File: src/rtl/ball_loop_sequencer.sv
// One-hot program-location controller for the X/Y/Z/A/B compare-and-update loop.
// A single shared unsigned less-than unit is time-multiplexed across the compare states.
module ball_loop_sequencer #(
  parameter int W        = 8,
  parameter int MAX_ITER = 255,
  parameter int CW       = 8
) (
  input  logic          clk,
  input  logic          rst,
  input  logic          start,
  input  logic [W-1:0]  x_in,
  input  logic [W-1:0]  y_in,
  input  logic [W-1:0]  z_in,
  input  logic [W-1:0]  b_in,
  output logic          busy,
  output logic          done,
  output logic          ok,
  output logic          timeout,
  output logic          bad,
  output logic          onehot_err,
  output logic [W-1:0]  a_out,
  output logic [W-1:0]  z_out,
  output logic [CW-1:0] iter_cnt,
  output logic          prop
);

  localparam logic [8:0] S_IDLE    = 9'b0_0000_0001;
  localparam logic [8:0] S_CMP_XY  = 9'b0_0000_0010;
  localparam logic [8:0] S_LOAD_A  = 9'b0_0000_0100;
  localparam logic [8:0] S_CMP_AB  = 9'b0_0000_1000;
  localparam logic [8:0] S_UPD     = 9'b0_0001_0000;
  localparam logic [8:0] S_CMP_XZ  = 9'b0_0010_0000;
  localparam logic [8:0] S_DONE_OK = 9'b0_0100_0000;
  localparam logic [8:0] S_ABORT   = 9'b0_1000_0000;
  localparam logic [8:0] S_BAD     = 9'b1_0000_0000;

  localparam logic [CW-1:0] ITER_MAX = CW'(MAX_ITER);

  logic [8:0]    state;
  logic [8:0]    state_nxt;
  logic [W-1:0]  x_r, y_r, z_r, a_r, b_r;
  logic [CW-1:0] iter_r;
  logic          timeout_r;
  logic          onehot_ok_q;
  logic          onehot_err_r;
  logic [W-1:0]  cmp_a, cmp_b;
  logic          lt;
  logic          launch;

  // Shared comparator: operand selection is the only per-state difference.
  always_comb begin
    cmp_a = '0;
    cmp_b = '0;
    case (state)
      S_CMP_XY: begin cmp_a = x_r; cmp_b = y_r; end
      S_CMP_AB: begin cmp_a = a_r; cmp_b = b_r; end
      S_CMP_XZ: begin cmp_a = x_r; cmp_b = z_r; end
      default:  begin cmp_a = '0;  cmp_b = '0;  end
    endcase
  end

  assign lt     = cmp_a < cmp_b;
  assign launch = start & ((state == S_IDLE) | (state == S_DONE_OK) | (state == S_ABORT));

  // Non-one-hot encodings fall to the default arm and simply hold.
  always_comb begin
    state_nxt = state;
    case (state)
      S_IDLE, S_DONE_OK, S_ABORT: if (start) state_nxt = S_CMP_XY;
      S_CMP_XY: state_nxt = lt ? S_LOAD_A : S_ABORT;
      S_LOAD_A: state_nxt = S_CMP_AB;
      S_CMP_AB: begin
        if (lt) state_nxt = (iter_r == ITER_MAX) ? S_ABORT : S_UPD;
        else    state_nxt = (iter_r == '0) ? S_ABORT : S_CMP_XZ;
      end
      S_UPD:    state_nxt = S_CMP_AB;
      S_CMP_XZ: state_nxt = lt ? S_DONE_OK : S_BAD;
      default:  state_nxt = state;
    endcase
  end

  always_ff @(posedge clk) begin
    if (rst) begin
      state        <= S_IDLE;
      x_r          <= '0;
      y_r          <= '0;
      z_r          <= '0;
      a_r          <= '0;
      b_r          <= '0;
      iter_r       <= '0;
      timeout_r    <= 1'b0;
      onehot_ok_q  <= 1'b1;
      onehot_err_r <= 1'b0;
    end else begin
      onehot_ok_q <= $onehot(state);
      if (!onehot_ok_q) begin
        onehot_err_r <= 1'b1;
      end else begin
        state <= state_nxt;
        if (launch) begin
          x_r       <= x_in;
          y_r       <= y_in;
          z_r       <= z_in;
          b_r       <= b_in;
          a_r       <= '0;
          iter_r    <= '0;
          timeout_r <= 1'b0;
        end
        if (state == S_LOAD_A) a_r <= y_r;
        if (state == S_UPD) begin
          z_r    <= b_r;
          a_r    <= a_r + W'(1);
          iter_r <= iter_r + CW'(1);
        end
        if ((state == S_CMP_AB) && lt && (iter_r == ITER_MAX)) timeout_r <= 1'b1;
      end
    end
  end

  assign busy       = |(state & (S_CMP_XY | S_LOAD_A | S_CMP_AB | S_UPD | S_CMP_XZ));
  assign done       = |(state & (S_DONE_OK | S_ABORT));
  assign ok         = state[6];
  assign bad        = state[8];
  assign timeout    = timeout_r;
  assign onehot_err = onehot_err_r;
  assign a_out      = a_r;
  assign z_out      = z_r;
  assign iter_cnt   = iter_r;
  assign prop       = ~bad;

endmodule

File: config.mk
export PLATFORM = sky130hd
export DESIGN_NAME = ball_loop_sequencer
export DESIGN_NICKNAME = d
export VERILOG_FILES = /design/src/rtl/ball_loop_sequencer.sv
export SDC_FILE = /design/constraint.sdc
export NUM_CORES = 1
export LEC_CHECK = 0
export ABC_AREA = 1
export CAP_MARGIN = 0
export CORE_MARGIN = 1
export CORE_UTILIZATION = 55
export DETAILED_ROUTE_END_ITERATION = 8
export DONT_BUFFER_PORTS = 1
export PLACE_DENSITY = 0.7
export SYNTH_ARGS = -nofsm -noshare
export SYNTH_HDL_FRONTEND = slang
export SYNTH_SLANG_ARGS = --single-unit
File: constraint.sdc
create_clock -name clk -period 5.21 [get_ports clk]
set_input_delay 0.521 -clock clk [delete_from_list [all_inputs] [get_ports clk]]
set_output_delay 0.521 -clock clk [all_outputs]
set_load 0.01 [all_outputs]
# After elaboration in Yosys (flattened, before gate mapping)
# Cells that the tools add are included.
[word_totals] word_cells=70 output_inout_bits=31 ram_bits=0 memories=0 romBits=0 regBits=60 latchBits=0 in_bits=35
[classes] n_addsub=10 eq_ne=11 multipliers=0 n_shift=0 n_bitwise=4 n_reduce_logical=17 magnitude_cmp=1 muxes=17 n_div=0
[op_table] op="$mux W8" n=10
[op_table] op="$pmux W9 S5" n=1
[op_table] op="$pmux W8 S3" n=1
[op_table] op="$mux W9" n=2
[op_table] op="$add A8 B1 Y8 const B" n=2
[op_table] op="$pmux W8 S2" n=1
[op_table] op="$eq A9 B1 Y1 const B" n=1
[op_table] op="$eq A9 B2 Y1 const B" n=1
[op_table] op="$eq A9 B3 Y1 const B" n=1
[op_table] op="$eq A9 B4 Y1 const B" n=1
[op_table] op="$eq A9 B5 Y1 const B" n=1
[op_table] op="$eq A9 B6 Y1 const B" n=1
[op_table] op="$eq A9 B7 Y1 const B" n=1
[op_table] op="$eq A9 B8 Y1 const B" n=1
[op_table] op="$add A1 B1 Y2" n=4
[op_table] op="$eq A8 B8 Y1 const B" n=1
[op_table] op="$logic_not A8 Y1" n=1
[op_table] op="$lt A8 B8 Y1" n=1
[op_table] op="$reduce_and A2 Y1" n=4
[op_table] op="$add A2 B2 Y3" n=2
[op_table] op="$reduce_or A2 Y1" n=3
[op_table] op="$reduce_bool A5 Y1" n=1
[op_table] op="$reduce_or A5 Y1" n=1
[op_table] op="$add A3 B3 Y4" n=1
[op_table] op="other kinds (12)" n=16

# Longest topological paths before layout
[logic_depth] word_depth=8 mapped_depth=20 mapped_depth_nobuf=20

# Worst setup path before layout
# OpenSTA, ideal clock, no wires.
[synth_path] kind="register to register" start="register state[0]" end="register onehot_ok_q" period_less_slack_ns=3.042 path_slack_ns=2.168 setup_ns=0.121 stages_incl_launch_ff=12 arrival_time_ns=2.920 required_ns=5.089 path_buffers=0 path_cell_list="dfxtp_1 > fa_1 > inv_1 > fa_1 > fa_1 > inv_1 > fa_1 > fa_1 > nand2_1 > a211oi_1 > o211ai_1 > nand2_1"
[synth_between] elab_chain_cells=5
[synth_lines] element="from (decl)" line_no="39" rtl="logic [8:0] state;"
[synth_lines] element="from (signal assigned)" line_no="99" rtl="state <= state_nxt;"
[synth_lines] element="$add A1 B1 Y2 (not written as such)" line_no="95" rtl="onehot_ok_q <= $onehot(state);"
[synth_lines] element="$add A2 B2 Y3 (not written as such)" line_no="95"
[synth_lines] element="$add A3 B3 Y4 (not written as such)" line_no="95"
[synth_lines] element="$add A4 B1 Y4 (not written as such)" line_no="95"
[synth_lines] element="$eq A4 B1 Y1" line_no="95"
[synth_lines] element="to (signal assigned)" line_no="95"
[synth_lines] element="to (decl)" line_no="44" rtl="logic onehot_ok_q;"
# Every way passes these cells.
# A chain may end at the register's enable or synchronous reset.

# Worst setup path in the final report
# Ends and elaborated chain as after synthesis.

==> results.cfg <==
[status]
status = complete, no violations

[route]
viasPerCell = 5.557
wl_per_cell_um = 14.91
drc = 0
dr.pass1.iters = 4
wl_um = 7977
vias = 2973
drtIter0Drc = 126
drtAntennaViolNets = 0

[critical_path]
timing.rr.start = state[0]$_SDFFE_PP1P_
critical-path-slowest-cell = fa_1
start_kind = flip-flop
cp-end-kind = flip-flop
cp_common_cell = fa_1
crit_path_start = state[0]$_SDFFE_PP1P_
cp_max_fo = 3
arrival_ps = 3400
crit_type = flip-flop to flip-flop
critPathMaxStageDelay_ps = 550
required_ps = 5410
path_cells = fa_1, inv_1, fa_1, fa_1, inv_1, fa_1, fa_1, nand2_1, a211oi_1, o211ai_1, nand2_1

[cells_and_area]
fill_cells = 587
final_nets = 512
insertedDiodeCount = 0
area_growth_pct = 6.091
drive_above_1_share_pct = 9.783
fin_area_um2 = 3552

[clock_network]
cts_tree = done
cts_buffers = 9
ctsHoldBuffers = 0
clockBufferDepth = 2
clock_latency_ps = 340
htreeDepth = 3
clock_sinks = 60
cts_resized = 0
clock-root-buffer = clkbuf_8
cts_setup_buffers = 0
clkSlewWorstSetupHoldPaths_ps = 70

[yosys]
synth_top_cell_area_share_pct = 35.87
yosysTopAreaCell = dfxtp_1
syn_area_um2 = 3348
seq_area_frac_synth_pct = 35.87
synth_cells = 462
synth_area_leaders = dfxtp_1 (36%), nand2_1 (8.2%), o21ai_0 (7.6%), nor2_1 (7.2%), inv_1 (5.8%)
ys_ff_latch = 60
ys_warn_count = 0
ys_types = 40
syn_nets = 517
syn_avg_cell_area_um2 = 7.247

[hold_path]
min-delay-start = rst
hold_path.class = primary input to flip-flop

[placed_design]
dp_hpwl_um = 5823
place_area_um2 = 3362
port_buffers = 0
place_congestion = 0.8962

[power]
pwr-share-comb_pct = 21.7
p_sw_mw = 0.4403
swShare_pct = 33.74
pwr-share-clk_pct = 31.9
ir_drop_mv = 0.2254
p_seq_share_pct = 46.3
power.internal_mw = 0.8647
pwr_density_cell_nw_per_um2 = 367.4
p_leak_nw = 1.466
power_mw = 1.305

[timing]
worstMarginPinSlew_ps = 992.0
finalMaxSlewViolations = 0
hold_viol = 0
finalClockSkew_ps = 6.668
setup_viol = 0
slew_headroom_pct = 33.80
fmax_mhz = 312.5
setup_tns_ps = 0
period_needed_ps = 3200
min_period_over_period_pct = 61.43
timing.hold.ws_ps = 234.5
rsz0062_at_grt = false

[job]
maxCapViolations = 0

[die]
io_pins = 66
dieArea_um2 = 6404
core.rowCount = 28
start_util_pct = 56.89
design.core.area_um2 = 5886
dieWidth_um = 80.03
die_h_um = 80.03

[grt]
grt_start_max_net_pins = 41
antenna_found_initial = 0
grt_pass1_vias = 2898
grt_usage_pct = 27.30
grt_overflow_total = 0
grt_pass1_wl_um = 13230
registers in the layout, indices dropped and copies added (netlist names):
name and cells:
y_r 8, iter_cnt 8, timeout 1, b_r 8, state 9, onehot_err 1, z_out 8, a_out 8
onehot_ok_q 1, x_r 8
cells in the final DEF, fill, tap and decap left out, types with 3 or more instances in the layout:
cell type and n:
nand3_1 20, a221oi_1 11, nand2_4 4, nand2_2 9, fa_1 5, clkbuf_8 11
dfxtp_1 60, a21oi_1 29, nor2_1 64, inv_2 5, nor3_1 7, a211oi_1 4
a31oi_1 9, inv_1 52, ha_1 15, o21ai_0 51, nor2_2 3, nand2_1 73
synthesized netlist by cell type:
| cell | instances |
|---|---|
| nand2_1 | 73 |
| nor2_1 | 64 |
| dfxtp_1 | 60 |
| inv_1 | 52 |
| o21ai_0 | 51 |
| a21oi_1 | 29 |
| nand3_1 | 20 |
| ha_1 | 15 |
| a221oi_1 | 11 |
| a31oi_1 | 9 |
| clkbuf_1 | 9 |
| nand2_2 | 9 |
| nor3_1 | 7 |
| fa_1 | 5 |
| inv_2 | 5 |
| a211oi_1 | 4 |
| nand2_4 | 4 |
| buf_4 | 3 |
| nor2_2 | 3 |
| buf_1 | 2 |
| clkinv_1 | 2 |
| nand3b_1 | 2 |
| nand4_1 | 2 |
| nor2_4 | 2 |
| nor3_2 | 2 |
| o21ai_1 | 2 |
| xor2_1 | 2 |
| a21oi_2 | 1 |
| a41oi_2 | 1 |
| buf_2 | 1 |
| buf_6 | 1 |
| clkinv_2 | 1 |
| inv_4 | 1 |
| nand3_2 | 1 |
| nor3b_2 | 1 |
| nor4_1 | 1 |
| nor4_4 | 1 |
| o211ai_1 | 1 |
| o31ai_1 | 1 |
| or3_1 | 1 |
per-layer routing:
layer / GRT usage (%) / wire (µm)
met1: 32.18 / 3543
met2: 47.52 / 3927
met3: 6.057 / 357
met4: 11.25 / 150
met5: 0 / 0
logic make-up after synthesis:
group	share of synthesized area, %
buffers and inverters	9.342
DFF	35.87
xor gates and xnor gates	0.5233
and+or+nand+nor	26.76
AOI/OAI and AO/OA	18.91
adders and majority gates	8.595
stage by stage:
step	setup slack (ps)	util, %	cells
6_report	2010	60.35	535
5_1_grt	1837	60.35	535
4_1_cts	1987	60.35	535
3_5_place_dp	1987	57.12	521
3_3_place_gp	2089	57.12	521
2_1_floorplan	2168	-	462
final timing paths:
kind / end / slack [ps] / cells past startpoint
max: onehot_ok_q$_SDFF_PP1_ / 2010 / 11
min: state[7]$_SDFFE_PP0P_ / 230 / 1
max reg2reg: onehot_ok_q$_SDFF_PP1_ / 2010 / 11
min reg2reg: b_r[5]$_SDFFE_PP0P_ / 470 / 2
critical path: cells and delay by family (launching register included):
kind	cells	cell delay [ps]
AOI/OAI and AO/OA	2	190
adders and majority gates	5	2300
and+or+nand+nor	2	130
DFF	1	340
buffers and inverters	2	100
cell type report:
cell class / instances / area, µm² / area share [%]
multi-input combinational: 325 / 1834 / 51.64
sequential: 60 / 1201 / 33.81
inverter: 61 / 232.7 / 6.552
clock buffer: 12 / 155.1 / 4.368
tap: 75 / 93.84 / 2.642
clock inverter: 2 / 35.03 / 0.9863
power groups by stage:
stage	sequential [mW]	clock, mW	combinational [mW]
after floorplan	0.593	0	0.246
after global placement	0.614	0	0.274
after detailed placement	0.616	0	0.284
after CTS	0.605	0.427	0.285
after global routing	0.614	0.440	0.328
final	0.604	0.417	0.284
Note: power is estimated with default switching activity, not from simulation.
